--- src/rtl/sevseg_frame_decoder_if.sv ---
// Bundle of the multiplexed seven-segment lines and the rebuilt frame outputs.
// Latency: none (wires only). Backpressure: none, the display bus cannot be stalled.
// master drives seg/an and reads results; slave is the decoder.
interface sevseg_frame_decoder_if;
    logic [6:0]  seg_in;
    logic [3:0]  an_in;
    logic [15:0] digits_out;
    logic [3:0]  blank_out;
    logic        frame_valid;
    logic        frame_err;
    logic [7:0]  frame_count;
    logic        stale;

    modport master (
        output seg_in, an_in,
        input  digits_out, blank_out, frame_valid, frame_err, frame_count, stale
    );

    modport slave (
        input  seg_in, an_in,
        output digits_out, blank_out, frame_valid, frame_err, frame_count, stale
    );
endinterface

--- src/rtl/sevseg_frame_decoder.sv ---
// Rebuilds the 4-digit BCD frame from multiplexed active-low seg/an lines for readback.
// Latency: 2-cycle synchronizer + SETTLE_CYCLES dwell per digit; frame lands 1 cycle after the last capture.
// Backpressure: none; frame_valid is a one-cycle pulse and outputs hold until the next frame.
module sevseg_frame_decoder #(
    parameter int SETTLE_CYCLES  = 16,
    parameter int TIMEOUT_CYCLES = 1048576
) (
    input  logic                  clk,
    input  logic                  reset,
    sevseg_frame_decoder_if.slave bus
);
    localparam int SW = $clog2(SETTLE_CYCLES + 1);
    localparam int TW = $clog2(TIMEOUT_CYCLES + 1);

    logic [6:0]       seg_m, seg_s, seg_p;
    logic [3:0]       an_m, an_s, an_p;
    logic [SW-1:0]    settle_q;
    logic [TW-1:0]    timeout_q;

    logic [3:0][3:0]  slot_q, slot_d;
    logic [3:0]       sblank_q, sblank_d;
    logic [3:0]       serr_q, serr_d;
    logic [3:0]       seen_q, seen_d;

    logic [15:0]      digits_q;
    logic [3:0]       blank_q;
    logic             frame_valid_q;
    logic             frame_err_q;
    logic [7:0]       frame_count_q;
    logic             stale_q;

    logic             changed;
    logic             onehot;
    logic [1:0]       idx;
    logic             capture;
    logic             complete;
    logic [3:0]       dec_val;
    logic             dec_blank;
    logic             dec_err;

    assign changed = {an_s, seg_s} != {an_p, seg_p};
    // Fires once per stable dwell: the counter only passes SETTLE_CYCLES-1 once before saturating.
    assign capture = onehot && !changed && (settle_q == SW'(SETTLE_CYCLES - 1));

    always_comb begin
        onehot = 1'b1;
        idx    = 2'd0;
        case (an_s)
            4'b1110: idx = 2'd0;
            4'b1101: idx = 2'd1;
            4'b1011: idx = 2'd2;
            4'b0111: idx = 2'd3;
            default: onehot = 1'b0;
        endcase
    end

    always_comb begin
        dec_val   = 4'hE;
        dec_blank = 1'b0;
        dec_err   = 1'b0;
        case (seg_s)
            7'b1000000: dec_val = 4'd0;
            7'b1111001: dec_val = 4'd1;
            7'b0100100: dec_val = 4'd2;
            7'b0110000: dec_val = 4'd3;
            7'b0011001: dec_val = 4'd4;
            7'b0010010: dec_val = 4'd5;
            7'b0000010: dec_val = 4'd6;
            7'b1111000: dec_val = 4'd7;
            7'b0000000: dec_val = 4'd8;
            7'b0010000: dec_val = 4'd9;
            7'b1111111: begin
                dec_val   = 4'hF;
                dec_blank = 1'b1;
            end
            default:    dec_err = 1'b1;
        endcase
    end

    always_comb begin
        slot_d   = slot_q;
        sblank_d = sblank_q;
        serr_d   = serr_q;
        seen_d   = seen_q;
        if (capture) begin
            slot_d[idx]   = dec_val;
            sblank_d[idx] = dec_blank;
            serr_d[idx]   = dec_err;
            seen_d[idx]   = 1'b1;
        end
        complete = capture && (seen_d == 4'b1111);
    end

    always_ff @(posedge clk) begin
        if (reset) begin
            seg_m         <= '0;
            seg_s         <= '0;
            seg_p         <= '0;
            an_m          <= '0;
            an_s          <= '0;
            an_p          <= '0;
            settle_q      <= '0;
            timeout_q     <= '0;
            slot_q        <= '0;
            sblank_q      <= '0;
            serr_q        <= '0;
            seen_q        <= '0;
            digits_q      <= '0;
            blank_q       <= '0;
            frame_valid_q <= 1'b0;
            frame_err_q   <= 1'b0;
            frame_count_q <= '0;
            stale_q       <= 1'b0;
        end else begin
            seg_m <= bus.seg_in;
            seg_s <= seg_m;
            seg_p <= seg_s;
            an_m  <= bus.an_in;
            an_s  <= an_m;
            an_p  <= an_s;

            if (changed)
                settle_q <= '0;
            else if (settle_q != SW'(SETTLE_CYCLES))
                settle_q <= settle_q + 1'b1;

            slot_q        <= slot_d;
            sblank_q      <= sblank_d;
            serr_q        <= serr_d;
            seen_q        <= complete ? 4'b0000 : seen_d;
            frame_valid_q <= complete;

            // A completing frame takes priority over the timeout reaching its limit.
            if (complete) begin
                digits_q      <= slot_d;
                blank_q       <= sblank_d;
                frame_err_q   <= |serr_d;
                frame_count_q <= frame_count_q + 8'd1;
                timeout_q     <= '0;
                stale_q       <= 1'b0;
            end else begin
                if (timeout_q != TW'(TIMEOUT_CYCLES))
                    timeout_q <= timeout_q + 1'b1;
                if (timeout_q == TW'(TIMEOUT_CYCLES - 1))
                    stale_q <= 1'b1;
            end
        end
    end

    assign bus.digits_out  = digits_q;
    assign bus.blank_out   = blank_q;
    assign bus.frame_valid = frame_valid_q;
    assign bus.frame_err   = frame_err_q;
    assign bus.frame_count = frame_count_q;
    assign bus.stale       = stale_q;
endmodule
--- src/flat_wrapper.sv ---
// flat-port wrapper written by rule: the top's interface ports become plain ports
module sevseg_frame_decoder_flat 
#(
    parameter int SETTLE_CYCLES  = 16,
    parameter int TIMEOUT_CYCLES = 1048576
)
  (clk, reset, bus_seg_in, bus_an_in, bus_digits_out, bus_blank_out, bus_frame_valid, bus_frame_err, bus_frame_count, bus_stale);
  sevseg_frame_decoder_if bus_i ();
  input  logic clk;
  input  logic reset;
  input wire logic [$bits(bus_i.seg_in)-1:0] bus_seg_in;
  input wire logic [$bits(bus_i.an_in)-1:0] bus_an_in;
  output wire logic [$bits(bus_i.digits_out)-1:0] bus_digits_out;
  output wire logic [$bits(bus_i.blank_out)-1:0] bus_blank_out;
  output wire logic [$bits(bus_i.frame_valid)-1:0] bus_frame_valid;
  output wire logic [$bits(bus_i.frame_err)-1:0] bus_frame_err;
  output wire logic [$bits(bus_i.frame_count)-1:0] bus_frame_count;
  output wire logic [$bits(bus_i.stale)-1:0] bus_stale;
  assign bus_i.seg_in = bus_seg_in;
  assign bus_i.an_in = bus_an_in;
  assign bus_digits_out = bus_i.digits_out;
  assign bus_blank_out = bus_i.blank_out;
  assign bus_frame_valid = bus_i.frame_valid;
  assign bus_frame_err = bus_i.frame_err;
  assign bus_frame_count = bus_i.frame_count;
  assign bus_stale = bus_i.stale;
  sevseg_frame_decoder #(.SETTLE_CYCLES(SETTLE_CYCLES), .TIMEOUT_CYCLES(TIMEOUT_CYCLES)) u_core (.clk(clk), .reset(reset), .bus(bus_i));
endmodule
--- config.mk ---
export PLATFORM = sky130hd
export DESIGN_NAME = sevseg_frame_decoder_flat
export DESIGN_NICKNAME = d
export VERILOG_FILES = /design/src/rtl/sevseg_frame_decoder_if.sv /design/src/rtl/sevseg_frame_decoder.sv /design/src/flat_wrapper.sv
export SDC_FILE = /design/constraint.sdc
export NUM_CORES = 1
export LEC_CHECK = 0
export CAP_MARGIN = 30
export CORE_MARGIN = 1
export CORE_UTILIZATION = 60
export CTS_BUF_LIST = sky130_fd_sc_hd__clkbuf_16
export DETAILED_ROUTE_END_ITERATION = 6
export GPL_TIMING_DRIVEN = 0
export PLACE_DENSITY = 0.84
export SYNTH_ARGS = -nofsm -noshare
export SYNTH_HDL_FRONTEND = slang
export SYNTH_SLANG_ARGS = --single-unit
export TNS_END_PERCENT = 10
--- constraint.sdc ---
create_clock -name clk -period 3.4 [get_ports clk]
set_input_delay 0.51 -clock clk [delete_from_list [all_inputs] [get_ports clk]]
set_output_delay 0.51 -clock clk [all_outputs]
set_load 0.02 [all_outputs]
==> results.py <==
metrics = {
    "outcome": {
        "status": "finished, final reports clean",
    },
    "sta": {
        "worst_slew_pin_slew_ns": 0.976,
        "timing.final.crit_share_pct": 83.8,
        "rsz0062_at_grt": "false",
        "finalSetupViolations": 0,
        "setup_slack_ns": 0.552,
        "slew_headroom_pct": 34.7,
        "hold_slack_ns": 0.435,
        "fmax_ghz": 0.351,
        "drv_slew": 0,
        "layout_min_cycle_time_ns": 2.85,
        "hold_viol": 0,
        "finClkSkew_ns": 0.00517,
        "fin_setup_tns_ns": 0,
    },
    "clocking": {
        "cts_resized": 0,
        "clk_latency_ns": 0.41,
        "path_clk_slew_ns": 0.06,
        "numCtsBuffers": 17,
        "ctsHtreeMaxLevel": 4,
        "cts_max_path_buffers": 2,
        "cts.sinks": 118,
        "cts_tree": "built",
        "postCtsSetupRepairBufs": 0,
        "cts_root_buf": "clkbuf_16",
        "cts-hold-fix-buffers": 0,
    },
    "drt": {
        "wl_met3_um": 549,
        "drt-wirelength-per-cell_um": 15.9,
        "dr_wl_met2_um": 5770,
        "drtAntennaViolNets": 0,
        "routed_via_density": 5.78,
        "drt_first_pass_iters": 5,
        "drt-total-wl_um": 11300,
        "route.vias.total": 4092,
        "wl_met1_um": 4610,
        "top_layer": "met4",
        "drc": 0,
        "drtIter0Drc": 257,
    },
    "floorplan": {
        "die-area_sq_um": 8880,
        "num_rows": 33,
        "initial_core_util_pct": 62.1,
        "fp.dieH_um": 94.2,
        "die_w_um": 94.2,
        "ios": 44,
        "core_sq_um": 8220,
    },
    "power": {
        "cellPowerDensity_nw_per_um2": 542,
        "peakVddDrop_uv": 343,
        "total_leakage_power_nw": 2.22,
    },
    "synth": {
        "ys_async_sr_fraction_pct": 0,
        "yosysWarnings": 0,
        "yosysSeqAreaShare_pct": 46.3,
        "synth_ff_type": "dfxtp_1",
        "ys_seq_elements": 118,
        "synth-edff-count": 0,
        "postSynthCellCount": 530,
        "netlist_area_sq_um": 5100,
        "syn-num-nets": 549,
        "yosysUniqueCellTypes": 68,
        "syn_avg_cell_area_sq_um": 9.63,
    },
    "finish": {
        "seq_area_sq_um": 2360,
        "final_cell_mix": "dfxtp_1 (118), nor2_1 (74), clkdlybuf4s50_1 (42)",
        "final_common_cell": "dfxtp_1",
        "antenna_cells": 0,
        "multi_input_area_sq_um": 2530,
        "area_growth_syn_to_layout_pct": 22.6,
        "num-fill-cells": 552,
        "drive_above_1_share_pct": 16.1,
        "final_nets": 610,
    },
    "setup_path": {
        "worstPathRequired_ns": 3.68,
        "arrival_ns": 3.12,
        "crit_path_end_kind": "register",
        "critPathMaxFanout": 6,
        "cp-start-kind": "register",
        "crit_type": "reg2reg",
    },
    "global_routing": {
        "grt_use_total_pct": 27.1,
        "grt_max_degree": 17,
        "grt_pass1_wl_um": 18400,
        "grt_pass1_vias": 3900,
        "grt-ovfl-total": 0,
        "antenna_found_initial": 0,
    },
    "place": {
        "routabilityCongestion": 0.860,
        "io_buffers": 42,
        "post-place-ws_ns": 0.674,
        "post-dp-hpwl_um": 7340,
    },
    "min_path": {
        "hp-class": "reg2reg",
    },
    "job": {
        "drv_cap": 0,
    },
}
per-layer routing:
metal  up-vias  track usage, %
li1       1945               -
met1      1967            31.8
met2       139            46.5
met3        41            6.31
met4         0            12.7
met5         -               0
worst paths after layout:
| kind | cells past startpoint | from | slack, ns | end |
|---|---|---|---|---|
| min reg2reg | 1 | u_core.seg_m[1] | 0.44 | u_core.seg_s[1] |
| max reg2reg | 8 | u_core.settle_q[1] | 0.55 | u_core.bus.digits_out[14] |
| max | 8 | u_core.settle_q[1] | 0.55 | u_core.bus.digits_out[14] |
| min | 1 | u_core.seg_m[1] | 0.44 | u_core.seg_s[1] |
critical path, stage by stage, from the launching register on:
cell and delay [ns]:
dfxtp_1 0.37, ha_1 0.19, and3_1 0.17, ha_1 0.19
nand4_1 0.28, nor4b_2 0.93, mux2_2 0.43, nand2_1 0.10
a21oi_2 0.05
cell type report:
type | instances | share of cell area (%)
multi-input cells | 371 | 40.5
flip-flops and latches | 118 | 37.7
clock buffers | 17 | 6.80
repair buffers | 42 | 6.72
clock inverters | 14 | 2.84
plain buffers | 30 | 2.64
well taps | 105 | 2.10
inverters | 11 | 0.660
power by group:
group          internal [mW]  leakage [nW]  total, mW  switching [mW]
sequential              1.40         0.957       1.41         0.00999
clock                   1.16         0.288       1.82           0.660
combinational         0.0643         0.978      0.167           0.102
total                   2.62          2.22       3.40           0.772
sequential cells by signal (all words and copies together), names as in the netlist:
signal and flops:
u_core.seg_m 7, u_core.bus.frame_count 8, u_core.bus.digits_out 16, u_core.bus.blank_out 4
u_core.an_p 4, u_core.bus.frame_err 1, u_core.bus.frame_valid 1, u_core.seg_p 7
u_core.seg_s 7, u_core.sblank_q 4, u_core.an_s 4, u_core.slot_q 16
u_core.serr_q 4, u_core.an_m 4, u_core.bus.stale 1, u_core.timeout_q 21
u_core.settle_q 5, u_core.seen_q 4
Yosys cell counts, drive strengths merged (13+ instances only):
library cell / instances / share of area [%]
xnor2: 19 / 5.0
a211oi: 15 / 2.9
a21oi: 22 / 2.3
mux2i: 16 / 3.1
clkbuf: 13 / 0.96
nor2b: 38 / 4.7
dfxtp: 118 / 46
nand2: 37 / 2.7
buf: 17 / 2.3
xor2: 16 / 2.7
nand3: 13 / 1.4
nor2: 81 / 6.3
kinds of logic after synthesis:
logic type               Yosys count  share of synthesized area (%)
AND/OR/NAND/NOR                  241                           26.2
flip-flops                       118                           46.3
buffers and inverters             41                           4.04
XOR/XNOR                          35                           7.70
AO/OA/AOI/OAI                     68                           10.1
adder cells (fa/ha/maj)            6                           1.47
multiplexers                      21                           4.24
metrics by stage:
| step | std cells | area, sq um | power, mW | util [%] |
|---|---|---|---|---|
| final | 708 | 6260 | 3.40 | 76.2 |
| after global routing | 708 | 6260 | 3.49 | 76.2 |
| after CTS | 708 | 6260 | 3.40 | 76.2 |
| after detailed placement | 677 | 5660 | 1.60 | 68.8 |
| after global placement | 677 | 5660 | 1.60 | 68.8 |
| after floorplan | 530 | 5100 | 1.56 | - |
No activity file was read; power rests on OpenSTA's default activity.
==> RTL edit 1 (config.mk and constraints unchanged) <==
Make the reset (`reset`) asynchronous in one clocked block.
--- a/src/rtl/sevseg_frame_decoder.sv
+++ b/src/rtl/sevseg_frame_decoder.sv
@@ -91,7 +91,7 @@
         complete = capture && (seen_d == 4'b1111);
     end
 
-    always_ff @(posedge clk) begin
+    always_ff @(posedge clk or posedge reset) begin
         if (reset) begin
             seg_m         <= '0;
             seg_s         <= '0;
Function: same outputs for any inputs over 10 cycles, from zero or initial values and one cycle with reset high; that may be too few to reach the edited logic, so the function may still have changed.
==> RTL edit 1 against the unedited design <==
Worst setup slack got worse by 0.30 ns; total power rose by 0.63%; die area fell by 2.6%; cell area fell by 0.66%; synthesized area fell by 2.6%; sequential cell count did not move; count of clock-buffer cells in the layout did not move; wire length fell by 14%; clock power rose by 3%; first-iteration DRC count fell by 28%; largest cell class is now flip-flops and latches.
==> RTL edit 1: results <==
group,metric,value,unit
sta,skew,0.008956,ns
placed_design,placed_area,5590,µm²
yosys,synthTopCellsByCount,"dfrtp_1, nor2_1, nand2_1",
route,drt_first_pass_iters,7,
route,wl_per_cell,15.85,µm
route,viasPerCell,5.593,
worst_setup_path,crit_path_top_delay_cell,"nor4_2",
clock_network,root_buffer,"clkbuf_16",
finish,regMostFlops,"u_core.timeout_q",
finish,largest_reg_flops,21,
yosys,synthFlopType,"dfrtp_1",
outcome,status,"completed",
sta,tightestPinTransition,0.6725,ns
clock_network,ctsResizeCount,0,
worst_setup_path,critical_path.max_stage_delay,0.64,ns
worst_setup_path,arrival,3.40,ns
clock_network,clock_latency,0.40,ns
finish,fill_cells,458,
clock_network,numCtsBuffers,17,
worst_setup_path,r2r_cells,9,
clock_network,clock_path_buffers,2,
min_path,hold_class,"flip-flop to flip-flop",
finish,final_layout_size_suffix_gt1_frac,0.1519,
power,vdd_drop_max,0.4535,mV
global_routing,grt_max_degree,44,
clock_network,clkSlewWorstSetupHoldPaths,0.06,ns
global_routing,grt_pass1_wl,16.63,mm
finish,antenna_cells,0,
yosys,synth-warning-count,0,
yosys,synth_cell_types,50,
worst_setup_path,r2r_setup_slack,0.25,ns
global_routing,grt_pass1_vias,3476,
clock_network,postCtsSetupRepairBufs,0,
yosys,synth_nets,448,
global_routing,grt.total_usage,0.2561,
finish,nets,513,
clock_network,h-tree-depth,4,
yosys,synth_area_leaders,"dfrtp_1, mux2_2, xnor2_1, nor2_1, xor2_1",
placed_design,place_congestion,0.8364,
yosys,seq_area_frac_synth,0.5943,
route,drtIter0Drc,186,
sta,maxSlewViolCount,0,
min_path,hold_depth,0,
sta,setup_viol,0,
yosys,synthArstFlopShare,1.000,
placed_design,io_buffer_count,43,
worst_setup_path,path_max_fanout,10,
sta,whs,0.3446,ns
power,power.leakage,0.002841,µW
placed_design,dp_hpwl,6.231,mm
route,remaining_drc_errors,0,
-- RTL edit 1: changes by cell type in the layout (fill, tap and decap cells not counted), sizes merged, moves of 13 or more --
cell | before | now
mux2 | 5 | 25
a211oi | 15 | 0
nor2b | 38 | 1
nor2 | 81 | 42
dfrtp | 0 | 118
mux2i | 16 | 3
a21oi | 22 | 9
dfxtp | 118 | 0
-- RTL edit 1: power breakdown --
group          switching [µW]  internal, µW  total (µW)
Combinational            62.1          44.5         107
Sequential               12.1          1430        1440
Clock                     643          1230        1870
-- RTL edit 1: worst max-delay path: cells and delay by family, from the launching register on --
family	cells	cell delay (ns)
simple gates	3	1.05
buf+inv	3	1.02
flops	1	0.39
fa+ha+maj	2	0.38
compound gates	1	0.16
-- RTL edit 1: cells by family after synthesis --
| group | share of synthesized area |
|---|---|
| AOI/OAI and AO/OA | 0.04961 |
| xor gates and xnor gates | 0.07756 |
| and+or+nand+nor | 0.1692 |
| muxes | 0.06422 |
| adders and majority gates | 0.01511 |
| buffers and inverters | 0.02996 |
| DFF | 0.5943 |
-- RTL edit 1: area by class of cell --
type,instances,area share
flip-flops and latches,118,0.4749
multi-input cells,277,0.3003
repair buffers,46,0.07889
clock buffers,17,0.06842
clock inverters,15,0.03240
well taps,102,0.02053
plain buffers,19,0.01489
inverters,15,0.009660
-- RTL edit 1: routing by layer --
layer,global-route usage,part of all wire,vias to the layer above
li1,-,-,1598
met2,0.4154,0.52,101
met1,0.3298,0.42,1699
met3,0.07398,0.051,8
met5,0,0,-
met4,0.09359,0.0078,0
-- RTL edit 1: path summary, 6_finish.rpt --
| check | startpoint | end |
|---|---|---|
| max in group asynchronous | reset | u_core.slot_q[0] |
| worst min-delay path | u_core.seg_m[4] | u_core.seg_s[4] |
| min in group asynchronous | reset | u_core.timeout_q[17] |
| worst min register to register | u_core.seg_m[4] | u_core.seg_s[4] |
| worst max-delay path | u_core.settle_q[1] | u_core.bus.digits_out[7] |
| worst max register to register | u_core.settle_q[1] | u_core.bus.digits_out[7] |
-- RTL edit 1: through the flow --
step	utilization	instances	setup WS [ns]
2_1_floorplan	-	429	0.7715
3_3_place_gp	0.7011	574	0.3999
3_5_place_dp	0.7088	577	0.2860
4_1_cts	0.7882	609	0.2380
6_report	0.7882	609	0.2498
5_1_grt	0.7882	609	0.006978
==> RTL edit 2 (same flow settings) <==
Made on the original files. `SETTLE_CYCLES` is set to 16 in 2 places; all go to 8.
--- a/src/rtl/sevseg_frame_decoder.sv
+++ b/src/rtl/sevseg_frame_decoder.sv
@@ -2,7 +2,7 @@
 // Latency: 2-cycle synchronizer + SETTLE_CYCLES dwell per digit; frame lands 1 cycle after the last capture.
 // Backpressure: none; frame_valid is a one-cycle pulse and outputs hold until the next frame.
 module sevseg_frame_decoder #(
-    parameter int SETTLE_CYCLES  = 16,
+    parameter int SETTLE_CYCLES  = 8,
     parameter int TIMEOUT_CYCLES = 1048576
 ) (
     input  logic                  clk,
--- a/src/flat_wrapper.sv
+++ b/src/flat_wrapper.sv
@@ -1,7 +1,7 @@
 // flat-port wrapper written by rule: the top's interface ports become plain ports
 module sevseg_frame_decoder_flat 
 #(
-    parameter int SETTLE_CYCLES  = 16,
+    parameter int SETTLE_CYCLES  = 8,
     parameter int TIMEOUT_CYCLES = 1048576
 )
   (clk, reset, bus_seg_in, bus_an_in, bus_digits_out, bus_blank_out, bus_frame_valid, bus_frame_err, bus_frame_count, bus_stale);
Check against the original RTL: same outputs for any inputs over 10 cycles, from zero or initial values and one cycle with reset high; that may be too few to reach the edited logic, so the function may still have changed.
==> RTL edit 2 against the unedited design <==
Sequential cell count decreased by 1; final cell count is 1.1% higher; global-route usage grew 2.3 points; combinational power decreased by 4%; utilization is 1.6 points higher; wire length up 4.7%; cell area down 2.4%; worst hold slack gained 0.0011 ns; synthesized cell count is 1.7% higher; synthesized area decreased by 3.2%; total power is 0.44% higher; worst setup slack worse by 0.28 ns; critical endpoint is now u_core.bus.digits_out[7]; largest power group unchanged.
==> RTL edit 2: results <==
group,metric,value,unit
outcome,status,"completed",
worst_setup_path,arrival,3.40,ns
route,num_vias,4191,
worst_setup_path,critical_path.max_stage_delay,0.76,ns
finish,final_cells,716,
sta,whs,0.4366,ns
finish,nMultiInputCombCells,372,
finish,clk_share,0.1004,
route,drtIter0Drc,214,
worst_setup_path,crit_path_top_delay_cell,"nor4_1",
finish,seq_area,2342,µm²
yosys,seq_area_frac_synth,0.4742,
finish,buffers,75,
finish,fill_cells,526,
yosys,synth_cell_types,57,
placed_design,dp_hpwl,7.761,mm
floorplanning,taps,102,
finish,nets,619,
placed_design,placed_area,5488,µm²
yosys,synthTopCellsByCount,"dfxtp_1, nor2_1, nand2_1",
sta,worst_slack,0.2718,ns
power,pwr-share-comb,0.047,
finish,n_sequential_cell,117,
finish,bufAreaShareNonClock,0.09570,
global_routing,grt.total_usage,0.2941,
finish,final_layout_size_suffix_gt1_frac,0.09121,
placed_design,dp_slack,0.3579,ns
power,power.leakage,0.002206,µW
power,total_power,3410,µW
min_path,min_delay_worst_endpoint,"u_core.an_s[2]",
power,power.internal,2669,µW
finish,inv_count,18,
yosys,synth_area_leaders,"dfxtp_1, nor2_1, xnor2_1, nor2b_1, nand2_1",
worst_setup_path,critPathCapture,"u_core.bus.digits_out[7]",
min_path,hp-start,"u_core.an_m[2]",
yosys,synth_nets,557,
finish,multi_input_area_share,0.3883,
global_routing,grt_pass1_vias,4166,
finish,multiInputGateArea,2371,µm²
global_routing,grt_pass1_wl,19.57,mm
yosys,netlist_instances,539,
worst_setup_path,path_max_fanout,10,
sta,skew,0.006710,ns
route,wl_per_cell,16.48,µm
power,vdd_drop_max,0.4129,mV
placed_design,place_congestion,0.9074,
placed_design,placed_cells,683,
RTL edit 2: cell count changes in the layout (fill, tap and decap cells not counted), moves of 7 or more:
cell | before | now
xnor2_1 | 9 | 23
clkbuf_1 | 13 | 23
nand2_1 | 37 | 46
inv_1 | 11 | 19
xor2_1 | 16 | 8
nor2_2 | 7 | 0
nor2b_1 | 38 | 31
RTL edit 2: cell families (layout without fill, tap and decap cells):
family | after synthesis | after routing | share of synthesized area
DFF | 117 | 117 | 0.4742
and+or+nand+nor | 227 | 227 | 0.2384
muxes | 17 | 17 | 0.03495
buffers and inverters | 50 | 125 | 0.04584
AOI/OAI and AO/OA | 88 | 88 | 0.1236
adders and majority gates | 5 | 5 | 0.01266
xor gates and xnor gates | 35 | 35 | 0.07042
RTL edit 2: metal layers:
metal	up-vias	GRT usage	wire, µm	share of wire
met5	-	0	0	0
met4	0	0.1346	355	0.030
met3	38	0.07964	679	0.058
met2	173	0.5247	6048	0.51
met1	1990	0.3240	4716	0.40
li1	1990	-	-	-
